**config.mk**
```make
export PLATFORM = sky130hd
export DESIGN_NAME = time_counter
export DESIGN_NICKNAME = d
export VERILOG_FILES = /design/src/rtl/time_counter_pkg.sv /design/src/rtl/mod_counter.sv /design/src/rtl/time_counter.sv
export SDC_FILE = /design/constraint.sdc
export NUM_CORES = 1
export LEC_CHECK = 0
export ABC_CLOCK_PERIOD_IN_PS = 2800
export CORE_UTILIZATION = 35
export CTS_BUF_LIST = sky130_fd_sc_hd__clkbuf_8 sky130_fd_sc_hd__clkbuf_16
export DETAILED_ROUTE_END_ITERATION = 6
export GPL_TIMING_DRIVEN = 0
export SYNTH_ARGS = -nofsm -noshare
export SYNTH_HDL_FRONTEND = slang
export SYNTH_SLANG_ARGS = --single-unit
```
**constraint.sdc**
```tcl
create_clock -name clk -period 2.8 [get_ports clk]
set_input_delay 0.56 -clock clk [delete_from_list [all_inputs] [get_ports clk]]
set_output_delay 0.56 -clock clk [all_outputs]
set_load 0.02 [all_outputs]
```
**src/rtl/time_counter_pkg.sv**
```systemverilog
// Shared field limits and widths for the time-of-day counter.
package time_counter_pkg;

    localparam int SEC_MAX  = 59;
    localparam int MIN_MAX  = 59;
    localparam int HOUR_MAX = 23;

    localparam int SEC_W  = 6;
    localparam int MIN_W  = 6;
    localparam int HOUR_W = 5;

endpackage

```
**src/rtl/mod_counter.sv**
```systemverilog
// Modulo-(MAX+1) field counter: wrap-around up/down adjust plus a carry-in
// increment whose wrap is reported combinationally on o_cout.
module mod_counter #(
    parameter int W   = 6,
    parameter int MAX = 59
) (
    input  logic         i_clk,
    input  logic         i_reset,
    input  logic         i_inc,
    input  logic         i_dec,
    input  logic         i_cin,
    output logic [W-1:0] o_value,
    output logic         o_cout
);

    localparam logic [W-1:0] L_MAX = W'(MAX);

    logic [W-1:0] r_val;
    logic [W-1:0] w_next;
    logic         w_at_max;

    assign w_at_max = (r_val == L_MAX);

    // An adjust on this field (even a cancelling inc+dec) overrides the carry-in.
    always_comb begin
        w_next = r_val;
        if (i_inc && !i_dec) begin
            w_next = w_at_max ? '0 : r_val + 1'b1;
        end else if (i_dec && !i_inc) begin
            w_next = (r_val == '0) ? L_MAX : r_val - 1'b1;
        end else if (!i_inc && !i_dec && i_cin) begin
            w_next = w_at_max ? '0 : r_val + 1'b1;
        end
    end

    always_ff @(posedge i_clk) begin
        if (i_reset) begin
            r_val <= '0;
        end else begin
            r_val <= w_next;
        end
    end

    assign o_value = r_val;
    assign o_cout  = i_cin && !i_inc && !i_dec && w_at_max;

endmodule

```
**src/rtl/time_counter.sv**
```systemverilog
// HH:MM:SS timekeeper: prescaler-driven seconds tick with ripple carry,
// per-field adjust pulses, and a one-deep deferral of ticks that collide with adjusts.
module time_counter
    import time_counter_pkg::*;
#(
    parameter int CLK_HZ = 100000000
) (
    input  logic              clk,
    input  logic              reset,
    input  logic              run,
    input  logic              up_seg,
    input  logic              up_min,
    input  logic              up_hour,
    input  logic              down_seg,
    input  logic              down_min,
    input  logic              down_hour,
    output logic [SEC_W-1:0]  seconds,
    output logic [MIN_W-1:0]  minutes,
    output logic [HOUR_W-1:0] hours,
    output logic              sec_tick
);

    localparam int              PRE_W   = (CLK_HZ > 1) ? $clog2(CLK_HZ) : 1;
    localparam logic [PRE_W-1:0] PRE_MAX = PRE_W'(CLK_HZ - 1);

    logic [PRE_W-1:0] r_presc;
    logic             r_pending;
    logic             r_sec_tick;
    logic             w_tick;
    logic             w_any_adj;
    logic             w_apply;
    logic             w_sec_cout;
    logic             w_min_cout;
    logic             w_hour_cout;

    assign w_tick    = run && (r_presc == PRE_MAX);
    assign w_any_adj = up_seg | up_min | up_hour | down_seg | down_min | down_hour;
    // A tick (fresh or deferred) advances time only in a cycle free of adjusts.
    assign w_apply   = (w_tick || r_pending) && !w_any_adj;

    always_ff @(posedge clk) begin
        if (reset) begin
            r_presc <= '0;
        end else if (run) begin
            r_presc <= w_tick ? '0 : r_presc + 1'b1;
        end
    end

    // Only one tick is remembered; extra ticks during a long adjust burst are dropped.
    always_ff @(posedge clk) begin
        if (reset) begin
            r_pending  <= 1'b0;
            r_sec_tick <= 1'b0;
        end else begin
            r_pending  <= w_any_adj && (r_pending || w_tick);
            r_sec_tick <= w_apply;
        end
    end

    mod_counter #(.W(SEC_W), .MAX(SEC_MAX)) u_sec (
        .i_clk   (clk),
        .i_reset (reset),
        .i_inc   (up_seg),
        .i_dec   (down_seg),
        .i_cin   (w_apply),
        .o_value (seconds),
        .o_cout  (w_sec_cout)
    );

    mod_counter #(.W(MIN_W), .MAX(MIN_MAX)) u_min (
        .i_clk   (clk),
        .i_reset (reset),
        .i_inc   (up_min),
        .i_dec   (down_min),
        .i_cin   (w_sec_cout),
        .o_value (minutes),
        .o_cout  (w_min_cout)
    );

    mod_counter #(.W(HOUR_W), .MAX(HOUR_MAX)) u_hour (
        .i_clk   (clk),
        .i_reset (reset),
        .i_inc   (up_hour),
        .i_dec   (down_hour),
        .i_cin   (w_min_cout),
        .o_value (hours),
        .o_cout  (w_hour_cout)
    );

    assign sec_tick = r_sec_tick;

    logic w_unused;
    assign w_unused = w_hour_cout;

endmodule

```
[Word level (Yosys, flattened, before mapping)]
Cells that the tools add are included.
Cells by class
  add/sub/neg operators: 7
  equal/unequal tests: 4
  muxes and demuxes: 16
  bitwise operators: 5
  reduce and logical (&&, ||, !) cells: 35
Operators by type and width (number)
  $mux 6: 10
  $add 27x1->27 const B: 1
  $eq 27x27->1 const B: 1
  $mux 27: 1
  $mux 5: 5
  $logic_and 1x1->1: 21
  $add 6x1->6 const B: 2
  $eq 6x6->1 const B: 2
  $logic_not 6->1: 2
  $sub 6x1->6 const B: 2
  $reduce_bool 3->1: 3
  $logic_not 1->1: 7
  $add 5x1->5 const B: 1
  $eq 5x5->1 const B: 1
  $logic_not 5->1: 1
  $or 1x1->1: 5
  $sub 5x1->5 const B: 1
  $logic_or 1x1->1: 1
Storage, ports and cells
  bits in registers: 46
  input bits: 9
  output and inout port bits: 18

[Logic depth before layout (Yosys ltp)]
Gate-level depths: netlist of the first run.
  depth in word-level cells: 17
  gate-level depth with buffers: 8
  gate-level depth less buffers: 7

[Cells and area by module]
Synthesis of the first run repeated with hierarchy kept, for this count alone.
Second synthesis, totals
  cell total of the unflattened synthesis: 369
  area, all modules: 3114.2 um^2
Modules (own cells, without submodules)
  time_counter: times used 1, cells an instance 166, area each 1460.2 um^2, seq. area each 580.6 um^2
  mod_counter at u_sec: times used 1, cells an instance 79, area each 629.4 um^2, seq. area each 120.1 um^2
  mod_counter at u_min: times used 1, cells an instance 76, area each 601.8 um^2, seq. area each 120.1 um^2
  mod_counter at u_hour: times used 1, cells an instance 48, area each 422.9 um^2, seq. area each 100.1 um^2

[Least setup slack after synthesis of the first run]
OpenSTA, ideal clock, no wires.
  kind: flip-flop to flip-flop
  start point: register u_sec.r_val[1] (netlist: u_sec.o_value[1])
  end point: register u_hour.r_val[0] (netlist: u_hour.o_value[0])
  arrival: 2.293 ns
  required time: 2.714 ns
  path slack: 0.421 ns
  stages on the path, launching flop included: 8
  clock period less this slack: 2.379 ns
  path through: dfxtp_1 ha_1 nand2_1 or3_1 buf_2 o41a_1 or3_1 a221oi_2
On the way
  word-level cells in the longest chain between the ends: 7
RTL lines
  start, declared: line mod_counter.sv:18  | logic [W-1:0] r_val;
  start signal, assigned: line mod_counter.sv:40  | r_val <= w_next;
  $eq 6x6->1: line mod_counter.sv:22  | assign w_at_max = (r_val == L_MAX);
  $logic_and 1x1->1 (4 in series): line mod_counter.sv:45  | assign o_cout = i_cin && !i_inc && !i_dec && w_at_max;
  $logic_and 1x1->1: line mod_counter.sv:31  | end else if (!i_inc && !i_dec && i_cin) begin
  $reduce_bool 3->1 (no line)
  end signal, assigned: line mod_counter.sv:40
  end, declared: line mod_counter.sv:18
No other way between the ends.
A chain may end at the register's enable or synchronous reset.

[Worst setup path after layout of the first run]
  start point: input port run
  end point: register u_hour.r_val[0] (netlist: u_hour.o_value[0])
On the way
  word-level cells in the longest chain between the ends: 11
RTL lines
  start, declared: line time_counter.sv:10  | input logic run,
  $logic_and 1x1->1: line time_counter.sv:36  | assign w_tick = run && (r_presc == PRE_MAX);
  $logic_or 1x1->1: line time_counter.sv:39  | assign w_apply = (w_tick || r_pending) && !w_any_adj;
  $logic_and 1x1->1: line time_counter.sv:39
  $logic_and 1x1->1 (6 in series): line mod_counter.sv:45
  $logic_and 1x1->1: line mod_counter.sv:31
  $reduce_bool 3->1 (no line)
No other way between the ends.

==> results.ini, run 1 <==
[run_status]
status=completed

[setup_path]
worstPathMaxFanout=8
crit_path_end=u_hour.o_value[0]
endpoint_kind=register
startpoint_type=primary input
r2r_start=u_sec.o_value[0]
cp.required_ps=3020
regToRegSetupSlack_ps=320
r2r_end=u_hour.o_value[0]
crit_type=primary input to register
r2r_cells=7
critical_path_arrival_ps=2830
cp-startpoint=run

[place]
io_buffers=26
post-dp-hpwl_um=4720
gp_congestion=0.872
dpl.cell_count=484
pre_cts_ws_ps=-297

[pwr]
p_clk_share_pct=32.4
pwr-share-comb_pct=21.6
seqPwrFrac_pct=46.0
leakagePower_nw=1.14
netSwitchingFraction_pct=29.1
vdd_ir_drop_max_mv=0.294
p_per_area_nw_per_um2=457
p_int_mw=1.08
power.switching_uw=446

[yosys]
synth-seq-cells=46
ys_warn_count=0
syn_area_per_cell_um2=8.00
yosys-top-cells-count=46 x dfxtp_1, 40 x nor2_1, 26 x nand2_1, 22 x xnor2_1, 18 x nand3_1
synth_ff_type=dfxtp_1
synth-async-reset-ratio_pct=0
synth_seq_area_share_pct=32.4
synth_area_um2=2850
synth.area.top_cells=dfxtp_1 32%, xnor2_1 6.8%, nor2_1 5.3%, ha_1 4.0%, nand2_1 3.4%
synth_nets=374
synth_cells=356
synth_cell_type_count=58
synth_edf_count=0
synth.most_common_cell=dfxtp_1
synth.top_cell.area_share_pct=32.4
yosysTopAreaCell=dfxtp_1

[detailed_routing]
drt-total-wl_um=6510
via_per_inst=5.49
drcViolationCount=0
num_vias=2699
drt_iter0_markers=152
first_pass_iters=6
ant_nets=0
wl_per_cell_um=13.2

[floorplanning]
ios=27
dieArea_um2=8500
coreArea_um2=7810
fp.dieW_um=92.2
rows=32
start_util_pct=36.5
die_h_um=92.2

[clock_network]
clk_path_buf_depth=2
cts_made_buffers=5
post-cts-setup-buffer-count=0
cts_resized=0
clock_latency_ps=300
cts_tree=built
clockRootBuffer=clkbuf_8
clkSinkCount=46
clkTransAtPathRegs_ps=90
h-tree-depth=2
hold_buffers=0

[finish]
num-nets-final=407
drive_gt1_share_pct=6.15
stdcell_count=492
diodes=0
area_growth_pct=17.7

[global_routing]
grt_max_degree=15
grt_pass1_wl_um=11100
grt_pass1_vias=2451
antenna_found_initial=0
grt_use_total_pct=15.7
overflow=0

[min_path]
hold_path.class=register to register

[timing]
hold_viol_final=0
fin_worst_skew_ps=8.05
hold_ws_ps=500
fin_crit_sh_pct=93.4
finalWorstSetupSlack_ps=185
slew_viol_final=0
fmax_mhz=382
finalCriticalPeriod_ps=2610
tightest_slew_ps=591
fin_tns_setup_ps=0
rsz0062_at_grt=true
setup_viol=0
slew_headroom_pct=60.3

[run]
drv_cap=0

cell usage in the layout, fill, tap and decap left out, types with 3 or more instances in the layout:
| cell | count |
|---|---|
| o21ai_0 | 11 |
| inv_1 | 13 |
| a211oi_1 | 8 |
| ha_1 | 9 |
| xor2_1 | 10 |
| a311oi_1 | 4 |
| clkbuf_8 | 5 |
| nor2_1 | 40 |
| nand2b_1 | 7 |
| dfxtp_1 | 46 |
| and2_1 | 5 |
| clkdlybuf4s50_1 | 26 |
| nor3_1 | 10 |
| clkbuf_1 | 11 |
| nand4_1 | 9 |
| a31oi_1 | 7 |
| nand3_1 | 18 |
| nor2b_1 | 7 |
| and4_1 | 7 |
| buf_2 | 3 |
| a21oi_1 | 15 |
| or3_1 | 3 |
| nor3b_1 | 3 |
| xnor2_1 | 22 |
| and3_1 | 7 |
| nand2_1 | 26 |
| nor4_1 | 5 |
| nor4b_1 | 4 |
routing by layer:
layer	GRT usage [%]	wire [µm]	part of all wire, %	vias to the layer above
li1	-	-	-	1357
met1	19.5	3120	48	1277
met2	27.5	3120	48	56
met3	2.82	212	3.3	9
met4	4.82	55	0.84	0
met5	0	0	0	-
worst max-delay path: stages:
cell and delay, ps:
clkdlybuf4s50_1 610, and4_1 220, buf_2 180, nand4_1 260
o21a_1 330, or3_1 410, a221oi_2 260
worst min-delay path by stage:
| stage | startpoint | to | slack (ps) | cells after the start |
|---|---|---|---|---|
| detailed placement | r_presc[3] | r_presc[3] | 490 | 2 |
| floorplan | r_presc[3] | r_presc[3] | 450 | 2 |
| global route | r_presc[3] | r_presc[3] | 530 | 2 |
| CTS | r_presc[3] | r_presc[3] | 500 | 2 |
| global placement | r_presc[3] | r_presc[3] | 480 | 2 |
| finish | r_presc[3] | r_presc[3] | 500 | 2 |
cells by family after synthesis:
group | after synthesis | synth area share [%]
and+or+nand+nor | 159 | 29.4
buffers and inverters | 32 | 4.84
adders and majority gates | 9 | 3.96
muxes | 2 | 0.747
xor gates and xnor gates | 32 | 9.85
DFF | 46 | 32.4
AOI/OAI and AO/OA | 76 | 18.8
layout make-up:
class | instances | area (µm²)
timing repair buffer | 26 | 260
inverter | 13 | 48.8
clock buffer | 5 | 68.8
clock inverter | 3 | 40.0
fill | 799 | 4460
tap | 102 | 128
sequential | 46 | 921
multi-input combinational | 278 | 1790
buffer | 19 | 91.3
power groups by stage:
stage               Sequential (mW)  Clock, mW  Combinational (mW)
finish                        0.704      0.496               0.330
global route                  0.709      0.539               0.361
CTS                           0.704      0.511               0.329
detailed placement            0.719          0               0.327
global placement              0.719          0               0.323
floorplan                     0.736          0               0.205
per-stage QoR:
step	power, mW	utilization (%)	instance area, µm²
2_1_floorplan	0.941	-	2850
3_3_place_gp	1.04	41.4	3230
3_5_place_dp	1.05	41.4	3230
4_1_cts	1.54	42.8	3340
5_1_grt	1.61	42.9	3350
6_report	1.53	42.9	3350
state kept, by name, indices dropped and copies added (netlist names):
register        cells
u_min.o_value       6
sec_tick            1
u_sec.o_value       6
r_presc            27
r_pending           1
u_hour.o_value      5
Power figures use the tool's default switching activity.
==> run 2: changes to the inputs <==
--- a/config.mk
+++ b/config.mk
@@ -5,7 +5,7 @@
 export SDC_FILE = /design/constraint.sdc
 export NUM_CORES = 1
 export LEC_CHECK = 0
-export ABC_CLOCK_PERIOD_IN_PS = 2800
+export ABC_CLOCK_PERIOD_IN_PS = 3390
 export CORE_UTILIZATION = 35
 export CTS_BUF_LIST = sky130_fd_sc_hd__clkbuf_8 sky130_fd_sc_hd__clkbuf_16
 export DETAILED_ROUTE_END_ITERATION = 6
==> constraint.sdc (replaced) <==
create_clock -name clk -period 3.39 [get_ports clk]
set_input_delay 0.678 -clock clk [delete_from_list [all_inputs] [get_ports clk]]
set_output_delay 0.678 -clock clk [all_outputs]
set_load 0.02 [all_outputs]
==> results.ini, run 2 (synthesis gave the netlist of run 1 again) <==
[run_status]
status=completed  ; unchanged

[finish]
regMostFlops=r_presc  ; unchanged
mostFrequentLayoutCell=dfxtp_1  ; unchanged
diodes=0  ; unchanged
num-nets-final=407  ; unchanged
drive_gt1_share_pct=5.38  ; was 6.15%
stdcell_count=492  ; unchanged
final_cell_mix=46 x dfxtp_1, 40 x nor2_1, 26 x nand2_1, 26 x clkdlybuf4s50_1, 22 x xnor2_1  ; unchanged
multi_input_area_um2=1790  ; about the same
final_cell_area_um2=3340  ; was 3350 µm²
largest_reg_flops=27  ; unchanged
register_area_um2=921  ; unchanged
area_growth_pct=17.5  ; was 17.7%
fillCellCount=800  ; was 799

[floorplanning]
die_h_um=92.2  ; unchanged
dieArea_um2=8500  ; unchanged
rows=32  ; unchanged
start_util_pct=36.5  ; unchanged
fp.dieW_um=92.2  ; unchanged
ios=27  ; unchanged
coreArea_um2=7810  ; unchanged

[timing]
finalWorstSetupSlack_ps=476  ; was 185 ps
fmax_mhz=343
rsz0062_at_grt=false  ; was true
fin_crit_sh_pct=86.0
tightest_slew_ps=592  ; was 591 ps
slew_headroom_pct=60.2  ; was 60.3%
slew_viol_final=0  ; unchanged
hold_ws_ps=500  ; about the same
hold_viol_final=0  ; unchanged
setup_viol=0  ; unchanged
fin_worst_skew_ps=8.16  ; was 8.05 ps
finalCriticalPeriod_ps=2910
fin_tns_setup_ps=0  ; unchanged

[pwr]
vdd_ir_drop_max_mv=0.244  ; was 0.294 mV
netSwitchingFraction_pct=29.2  ; was 29.1%
power.switching_uw=369  ; was 446 µW
leakagePower_nw=1.14  ; about the same
p_clk_share_pct=32.5  ; was 32.4%
pwr-share-comb_pct=21.5  ; was 21.6%
p_per_area_nw_per_um2=378  ; was 457 nW/µm²
p_int_uw=896  ; was 1.08 mW
seqPwrFrac_pct=46.0  ; about the same

[global_routing]
grt_pass1_vias=2451  ; unchanged
grt_max_degree=15  ; unchanged
grt_pass1_wl_um=11100  ; unchanged
overflow=0  ; unchanged
grt_use_total_pct=15.7  ; unchanged
antenna_found_initial=0  ; unchanged

[place]
pre_cts_ws_ps=175  ; was -297 ps
postPlaceCellArea_um2=3230  ; unchanged
gp_congestion=0.872  ; unchanged
io_buffers=26  ; unchanged
dpl.cell_count=484  ; unchanged
post-dp-hpwl_um=4720  ; unchanged

[detailed_routing]
wl_met2_um=3120  ; unchanged
drcViolationCount=0  ; unchanged
drt-met1-wl_um=3150  ; was 3120 µm
dr_wl_met3_um=224  ; was 212 µm
topRoutingLayerUsed=met4  ; unchanged
drt_iter0_markers=146  ; was 152
wl_per_cell_um=13.3  ; was 13.2 µm
via_per_inst=5.48  ; was 5.49
first_pass_iters=4  ; was 6
ant_nets=0  ; unchanged
num_vias=2696  ; was 2699
drt-total-wl_um=6550  ; was 6510 µm

[min_path]
hold_path.class=register to register  ; unchanged

[clock_network]
cts_tree=built  ; unchanged
clkSinkCount=46  ; unchanged
cts_made_buffers=5  ; unchanged
h-tree-depth=2  ; unchanged
post-cts-setup-buffer-count=0  ; unchanged
cts_resized=0  ; unchanged
clock_latency_ps=300  ; about the same
hold_buffers=0  ; unchanged
clkTransAtPathRegs_ps=90  ; about the same
clk_path_buf_depth=2  ; unchanged
clockRootBuffer=clkbuf_8  ; unchanged

[setup_path]
critical_path_arrival_ps=3090  ; was 2830 ps
worstPathMaxFanout=10  ; was 8
crit_type=primary input to register  ; unchanged
endpoint_kind=register  ; unchanged
regToRegSetupSlack_ps=910  ; was 320 ps
startpoint_type=primary input  ; unchanged
cp.required_ps=3560  ; was 3020 ps

[run]
drv_cap=0  ; unchanged

[run 2: changes by cell type in the layout (fill, tap and decap cells not counted)]
cell,before,now
clkbuf_2,1,0
clkbuf_1,11,13
buf_2,3,2
o21ai_1,1,2
o21ai_2,1,0
[run 2: cell type report]
type / instances / share of cell area, %
multi-input combinational: 278 / 53.5
sequential: 46 / 27.5
timing repair buffer: 26 / 7.78
tap: 102 / 3.82
buffer: 19 / 2.66
clock buffer: 5 / 2.06
inverter: 13 / 1.46
clock inverter: 3 / 1.20
[run 2: metal layers]
metal  up-vias  GRT usage, %
li1       1357             -
met4         0          4.82
met5         -             0
met2        54          27.5
met1      1279          19.5
met3         6          2.82
[run 2: path summary, 6_finish.rpt]
path / from / cells after the start / to
max: run / 8 / r_presc[20]
min: r_presc[3] / 2 / r_presc[3]
max reg2reg: u_sec.o_value[0] / 7 / u_hour.o_value[0]
min reg2reg: r_presc[3] / 2 / r_presc[3]
[run 2: metrics by stage]
stage / utilization, % / power, mW
finish: 42.8 / 1.26
CTS: 42.8 / 1.28
global route: 42.8 / 1.33
global placement: 41.4 / 0.861
detailed placement: 41.4 / 0.864
floorplan: - / 0.777
[run 2: power by group through the flow]
stage	Sequential (mW)	Combinational, mW	Clock (mW)
5_1_grt	0.585	0.298	0.446
2_1_floorplan	0.608	0.170	0
3_3_place_gp	0.594	0.267	0
4_1_cts	0.581	0.272	0.422
6_report	0.582	0.273	0.411
3_5_place_dp	0.594	0.270	0
[run 2: critical path, stage by stage]
cell,delay [ps]
clkdlybuf4s50_1,610
and4_1,220
buf_2,180
nand4_1,250
or2_2,390
nand2_1,230
clkbuf_1,430
nor2_1,100
